$ cat config.mk
export PLATFORM = sky130hd
export DESIGN_NAME = clz32_iter
export DESIGN_NICKNAME = d
export VERILOG_FILES = /design/src/rtl/clz_pkg.sv /design/src/rtl/chunk_lzc.sv /design/src/rtl/or_1b.sv /design/src/rtl/clz32_iter.sv
export SDC_FILE = /design/constraint.sdc
export NUM_CORES = 1
export LEC_CHECK = 0
export CORE_MARGIN = 10
export CORE_UTILIZATION = 48
export DETAILED_ROUTE_END_ITERATION = 12
export GPL_ROUTABILITY_DRIVEN = 0
export PLACE_DENSITY_LB_ADDON = 0.05
export REMOVE_ABC_BUFFERS = 1
export SLEW_MARGIN = 15
export SYNTH_ARGS = -nofsm -noshare
export SYNTH_HDL_FRONTEND = slang
export SYNTH_HIERARCHICAL = 1
export SYNTH_SLANG_ARGS = --single-unit
$ cat constraint.sdc
create_clock -name clk -period 2.1 [get_ports clk]
set_clock_uncertainty 0.05 [all_clocks]
set_input_delay 0.42 -clock clk [delete_from_list [all_inputs] [get_ports clk]]
set_output_delay 0.42 -clock clk [all_outputs]
set_load 0.01 [all_outputs]
$ cat src/rtl/clz_pkg.sv
// Shared constants and FSM encoding for the iterative count-leading-zeros unit.
package clz_pkg;

  localparam int unsigned CLZ_WIDTH = 32;
  localparam int unsigned CLZ_CHUNK = 4;
  localparam int unsigned CLZ_CNT_W = 6;

  typedef enum logic [1:0] {
    IDLE = 2'd0,
    SCAN = 2'd1,
    DONE = 2'd2
  } clz_state_e;

endpackage

$ cat src/rtl/chunk_lzc.sv
// Combinational CHUNK-bit priority encoder: non-zero flag and leading zeros within the chunk.
module chunk_lzc #(
  parameter int unsigned CHUNK = 4,
  localparam int unsigned LZW  = (CHUNK > 1) ? $clog2(CHUNK) : 1
) (
  input  logic [CHUNK-1:0] d,
  output logic             nz,
  output logic [LZW-1:0]   lz
);

  // Heap-ordered tree: leaves at CHUNK-1..2*CHUNK-2, root at index 0.
  logic tree [2*CHUNK-1];

  for (genvar i = 0; i < CHUNK; i++) begin : g_leaf
    assign tree[CHUNK-1+i] = d[i];
  end

  for (genvar j = 0; j < CHUNK - 1; j++) begin : g_node
    or_1b u_or (
      .a (tree[2*j+1]),
      .b (tree[2*j+2]),
      .y (tree[j])
    );
  end

  assign nz = tree[0];

  // Scan upward so the highest set bit wins.
  always_comb begin
    lz = '0;
    for (int i = 0; i < CHUNK; i++) begin
      if (d[i]) lz = LZW'(CHUNK - 1 - i);
    end
  end

endmodule

$ cat src/rtl/or_1b.sv
// Single two-input OR gate, used as the node of the chunk non-zero reduction tree.
module or_1b (
  input  logic a,
  input  logic b,
  output logic y
);

  assign y = a | b;

endmodule

$ cat src/rtl/clz32_iter.sv
// Iterative count-leading-zeros: scans MSB-first CHUNK bits per cycle, exits on first set chunk.
// Optional CLZ_CTZ_EN adds a mode input; mode=1 bit-reverses the operand to count trailing zeros.
module clz32_iter
  import clz_pkg::*;
#(
  parameter int unsigned WIDTH = CLZ_WIDTH,
  parameter int unsigned CHUNK = CLZ_CHUNK,
  localparam int unsigned CNT_W = $clog2(WIDTH) + 1
) (
  input  logic             clk,
  input  logic             rst_n,
  input  logic             start,
  input  logic [WIDTH-1:0] a,
`ifdef CLZ_CTZ_EN
  input  logic             mode,
`endif
  output logic             busy,
  output logic             done,
  output logic [CNT_W-1:0] count,
  output logic             zero
);

  localparam int unsigned NCH = WIDTH / CHUNK;
  localparam int unsigned LZW = (CHUNK > 1) ? $clog2(CHUNK) : 1;

  clz_state_e       state_q, state_d;
  logic [WIDTH-1:0] sreg_q, sreg_d;
  logic [CNT_W-1:0] acc_q, acc_d;
  logic [CNT_W-1:0] idx_q, idx_d;
  logic [CNT_W-1:0] count_q, count_d;
  logic             zero_q, zero_d;
  logic             done_q, done_d;
  logic [WIDTH-1:0] load_val;
  logic             nz;
  logic [LZW-1:0]   lz;

`ifdef CLZ_CTZ_EN
  logic [WIDTH-1:0] a_rev;
  for (genvar i = 0; i < WIDTH; i++) begin : g_rev
    assign a_rev[i] = a[WIDTH-1-i];
  end
  assign load_val = mode ? a_rev : a;
`else
  assign load_val = a;
`endif

  chunk_lzc #(
    .CHUNK (CHUNK)
  ) u_chunk_lzc (
    .d  (sreg_q[WIDTH-1 -: CHUNK]),
    .nz (nz),
    .lz (lz)
  );

  always_comb begin
    state_d = state_q;
    sreg_d  = sreg_q;
    acc_d   = acc_q;
    idx_d   = idx_q;
    count_d = count_q;
    zero_d  = zero_q;
    done_d  = 1'b0;
    unique case (state_q)
      IDLE, DONE: begin
        if (start) begin
          state_d = SCAN;
          sreg_d  = load_val;
          acc_d   = '0;
          idx_d   = '0;
        end else begin
          state_d = IDLE;
        end
      end
      SCAN: begin
        if (nz) begin
          acc_d   = acc_q + CNT_W'(lz);
          count_d = acc_q + CNT_W'(lz);
          zero_d  = 1'b0;
          done_d  = 1'b1;
          state_d = DONE;
        end else if (idx_q == CNT_W'(NCH - 1)) begin
          acc_d   = CNT_W'(WIDTH);
          count_d = CNT_W'(WIDTH);
          zero_d  = 1'b1;
          done_d  = 1'b1;
          state_d = DONE;
        end else begin
          acc_d  = acc_q + CNT_W'(CHUNK);
          sreg_d = sreg_q << CHUNK;
          idx_d  = idx_q + 1'b1;
        end
      end
      default: state_d = IDLE;
    endcase
  end

  always_ff @(posedge clk or negedge rst_n) begin
    if (!rst_n) begin
      state_q <= IDLE;
      sreg_q  <= '0;
      acc_q   <= '0;
      idx_q   <= '0;
      count_q <= '0;
      zero_q  <= 1'b0;
      done_q  <= 1'b0;
    end else begin
      state_q <= state_d;
      sreg_q  <= sreg_d;
      acc_q   <= acc_d;
      idx_q   <= idx_d;
      count_q <= count_d;
      zero_q  <= zero_d;
      done_q  <= done_d;
    end
  end

  assign busy  = (state_q == SCAN);
  assign done  = done_q;
  assign count = count_q;
  assign zero  = zero_q;

endmodule
==> impl_metrics.sql <==
INSERT INTO impl_metrics (metric_group, metric, value, unit) VALUES
('drt', 'detailroute.via_count', '1968', ''),
('global_route', 'grt_first_pass_wirelength', '10200', 'µm'),
('clock_tree', 'clock_tree.htree_level_count', '2', ''),
('placement', 'numPortBuffers', '43', ''),
('timing', 'finalCriticalPeriod', '2050', 'ps'),
('logic_synthesis', 'syn_avg_cell_area', '10.7', 'µm²'),
('clock_tree', 'postCtsSetupBuffers', '0', ''),
('timing', 'max_freq', '0.489', 'GHz'),
('finish', 'fraction_of_layout_cells_with_a_size_suffix_above_1', '9.90', '%'),
('placement', 'dp_cells', '355', ''),
('die', 'initial_utilization', '50.4', '%'),
('die', 'design.die.area', '8870', 'µm²'),
('finish', 'n_antenna_cell', '0', ''),
('logic_synthesis', 'synth.ff_latch_count', '54', ''),
('logic_synthesis', 'yosys_warnings', '6', ''),
('global_route', 'antenna_found_initial', '0', ''),
('die', 'std_cell_rows', '26', ''),
('logic_synthesis', 'synth-seq-area-share', '51.2', '%'),
('logic_synthesis', 'yosys-top-cells-area', 'sky130_fd_sc_hd__dfrtp_1, sky130_fd_sc_hd__mux2i_1, sky130_fd_sc_hd__nand3_1', ''),
('logic_synthesis', 'mappedNetlistArea', '2640', 'µm²'),
('logic_synthesis', 'netlist_instances', '246', ''),
('pwr', 'total_power', '4030', 'µW'),
('pwr', 'p_leak', '0.00146', 'µW'),
('setup_path', 'critical_path_required', '1630', 'ps'),
('setup_path', 'path_cells', 'nand2b_1, inv_2, clkdlybuf4s50_1', ''),
('clock_tree', 'numCtsBuffers', '5', ''),
('drt', 'route.detailed.wl_per_inst', '16.0', 'µm'),
('timing', 'timing.max_slew.rel_slack', '68.2', '%'),
('die', 'io_pins', '44', ''),
('clock_tree', 'clock_latency', '310', 'ps'),
('worst_hold_path', 'hold_path_class', 'flop to flop', ''),
('setup_path', 'path_class', 'flop to output pin', ''),
('timing', 'rsz0062_at_grt', 'true', ''),
('drt', 'detailedRoute.firstIterationViolations', '95', ''),
('flow_run', 'max_cap_violations', '0', ''),
('logic_synthesis', 'yosysUniqueCellTypes', '43', ''),
('die', 'die_height', '94.2', 'µm'),
('clock_tree', 'cts-root-buf', 'sky130_fd_sc_hd__clkbuf_8', ''),
('die', 'core_area', '5240', 'µm²'),
('global_route', 'overflow', '0', ''),
('global_route', 'first_global_vias', '2094', ''),
('setup_path', 'critical_path_peak_fanout', '2', ''),
('run_status', 'status', 'complete, no violations', ''),
('finish', 'post_layout_nonfiller_instances', '363', ''),
('logic_synthesis', 'netlist.top_cell.by_area', 'sky130_fd_sc_hd__dfrtp_1', ''),
('logic_synthesis', 'synth-edff-count', '0', ''),
('die', 'fp.dieW', '94.2', 'µm'),
('pwr', 'vdd_drop_max', '0.519', 'mV'),
('clock_tree', 'path_clk_slew', '90', 'ps'),
('timing', 'final-max-slew-violation-count', '0', ''),
('setup_path', 'slowest_cell_on_crit_path', 'sky130_fd_sc_hd__clkdlybuf4s50_1', ''),
('setup_path', 'timing.critical_path.arrival', '1580', 'ps'),
('setup_path', 'timing.critical_path.from_type', 'flop', ''),
('finish', 'layout.filler_cells', '451', ''),
('timing', 'setup_ws', '53.2', 'ps'),
('logic_synthesis', 'yosysTopAreaCellShare', '51.2', '%'),
('logic_synthesis', 'yosys.cell_count.top_type', 'sky130_fd_sc_hd__dfrtp_1', ''),
('drt', 'ant_nets', '0', ''),
('setup_path', 'max_stage_delay', '550', 'ps'),
('logic_synthesis', 'synthFlopType', 'sky130_fd_sc_hd__dfrtp_1', ''),
('drt', 'detail_route.drc_violations', '0', ''),
('logic_synthesis', 'postSynth.asyncResetShare', '100', '%'),
('clock_tree', 'clock_tree.buffer_depth', '2', ''),
('global_route', 'global_route.usage.total', '13.9', '%'),
('drt', 'detailedRoute.firstPassIterationCount', '4', ''),
('pwr', 'power_density', '1220', 'nW/µm²'),
('clock_tree', 'clock_sinks', '54', ''),
('setup_path', 'timing.critical_path.max_delay_family', 'buffers and inverters', ''),
('placement', 'detailedPlace.worstSlack', '43.6', 'ps'),
('global_route', 'maximum_number_of_pins_on_one_net_before_global_route_repair', '38', ''),
('placement', 'place_hpwl', '4160', 'µm');
==> cell type report <==
| class | instances | area [µm²] | share of cell area (%) |
|---|---|---|---|
| clock buffer | 6 | 72.6 | 2.20 |
| multi-input combinational | 165 | 1170 | 35.4 |
| timing repair buffer | 57 | 578 | 17.5 |
| sequential | 54 | 1350 | 40.9 |
| tap | 70 | 87.6 | 2.65 |
| clock inverter | 1 | 7.51 | 0.227 |
| inverter | 10 | 37.5 | 1.14 |
==> registers in the layout, indices dropped and copies added (netlist names) <==
name	flops
count	6
sreg_q	32
state_q	2
idx_q	6
done	1
zero	1
acc_q	6
==> final timing paths <==
check                                        from                endpoint  slack, ps  cells after the start
min                          count[3]$_DFFE_PN0P_    count[3]$_DFFE_PN0P_        430                      1
max in group asynchronous                   rst_n    idx_q[2]$_DFFE_PN0P_        940                      3
min in group asynchronous                   rst_n  sreg_q[26]$_DFFE_PN0P_        520                      2
max                        state_q[1]$_DFFE_PN0P_                    busy         50                      3
min reg2reg                  count[3]$_DFFE_PN0P_    count[3]$_DFFE_PN0P_        430                      1
max reg2reg                sreg_q[31]$_DFFE_PN0P_   sreg_q[0]$_DFFE_PN0P_         70                      7
==> repair_timing <==
item | CTS | global route
endpoints found under the setup margin | 0 | 10
resized for setup | 0 | 4
hold endpoints to repair | 7 | 0
hold buffers | 1 | 0
==> layer usage <==
metal	vias up	GRT usage [%]	wire [µm]
met4	0	3.04	51
li1	984	-	-
met5	-	0	0
met1	943	17.5	2690
met3	5	4.08	315
met2	36	22.9	2760
==> where the power goes <==
group          internal (µW)  switching, µW  leakage (µW)
Sequential              1450            273      0.000692
Combinational            863            881      0.000735
Clock                    230            330     0.0000373
Total                   2550           1480       0.00146
==> metrics by stage <==
| step | cell area (µm²) | setup TNS [ps] | util (%) | hold WS [ps] |
|---|---|---|---|---|
| 2_1_floorplan | 2550 | -22750 | - | 74.4 |
| 3_3_place_gp | 3200 | 0 | 61.1 | 334 |
| 3_5_place_dp | 3200 | 0 | 61.1 | 332 |
| 4_1_cts | 3290 | 0 | 62.8 | 435 |
| 5_1_grt | 3300 | -11.5 | 63.1 | 464 |
| 6_report | 3300 | 0 | 63.1 | 428 |
==> cell families after synthesis <==
logic type      share of synthesized area (%)
mux                                      10.6
fa+ha+maj                                2.65
flops                                    51.2
simple gates                             12.6
buf+inv                                  4.88
compound gates                           16.8
xor+xnor                                 1.33
==> cells in the final DEF, fill, tap and decap left out, types with 2 or more instances in the layout <==
cell,netlist,layout
sky130_fd_sc_hd__dfrtp_1,54,54
sky130_fd_sc_hd__clkdlybuf4s50_1,0,42
sky130_fd_sc_hd__nand3_1,33,33
sky130_fd_sc_hd__o21ai_1,31,30
sky130_fd_sc_hd__mux2i_1,28,28
sky130_fd_sc_hd__a22o_1,9,9
sky130_fd_sc_hd__buf_4,2,8
sky130_fd_sc_hd__inv_1,7,7
sky130_fd_sc_hd__nor2_1,7,7
sky130_fd_sc_hd__clkbuf_8,0,5
sky130_fd_sc_hd__nand2_1,4,4
sky130_fd_sc_hd__nor3_1,4,4
sky130_fd_sc_hd__a21oi_1,5,4
sky130_fd_sc_hd__o21ai_0,4,4
sky130_fd_sc_hd__ha_1,4,4
sky130_fd_sc_hd__nand2b_1,3,3
sky130_fd_sc_hd__o211ai_1,3,3
sky130_fd_sc_hd__xor2_1,3,3
sky130_fd_sc_hd__buf_12,0,3
sky130_fd_sc_hd__or2_1,3,3
sky130_fd_sc_hd__inv_2,2,2
sky130_fd_sc_hd__o21ai_2,1,2
sky130_fd_sc_hd__a32o_1,2,2
sky130_fd_sc_hd__o32a_1,2,2
sky130_fd_sc_hd__a21oi_2,1,2
sky130_fd_sc_hd__o31ai_1,2,2
sky130_fd_sc_hd__nand4_1,2,2
sky130_fd_sc_hd__buf_6,2,2
Note: power is estimated with default switching activity, not from simulation.
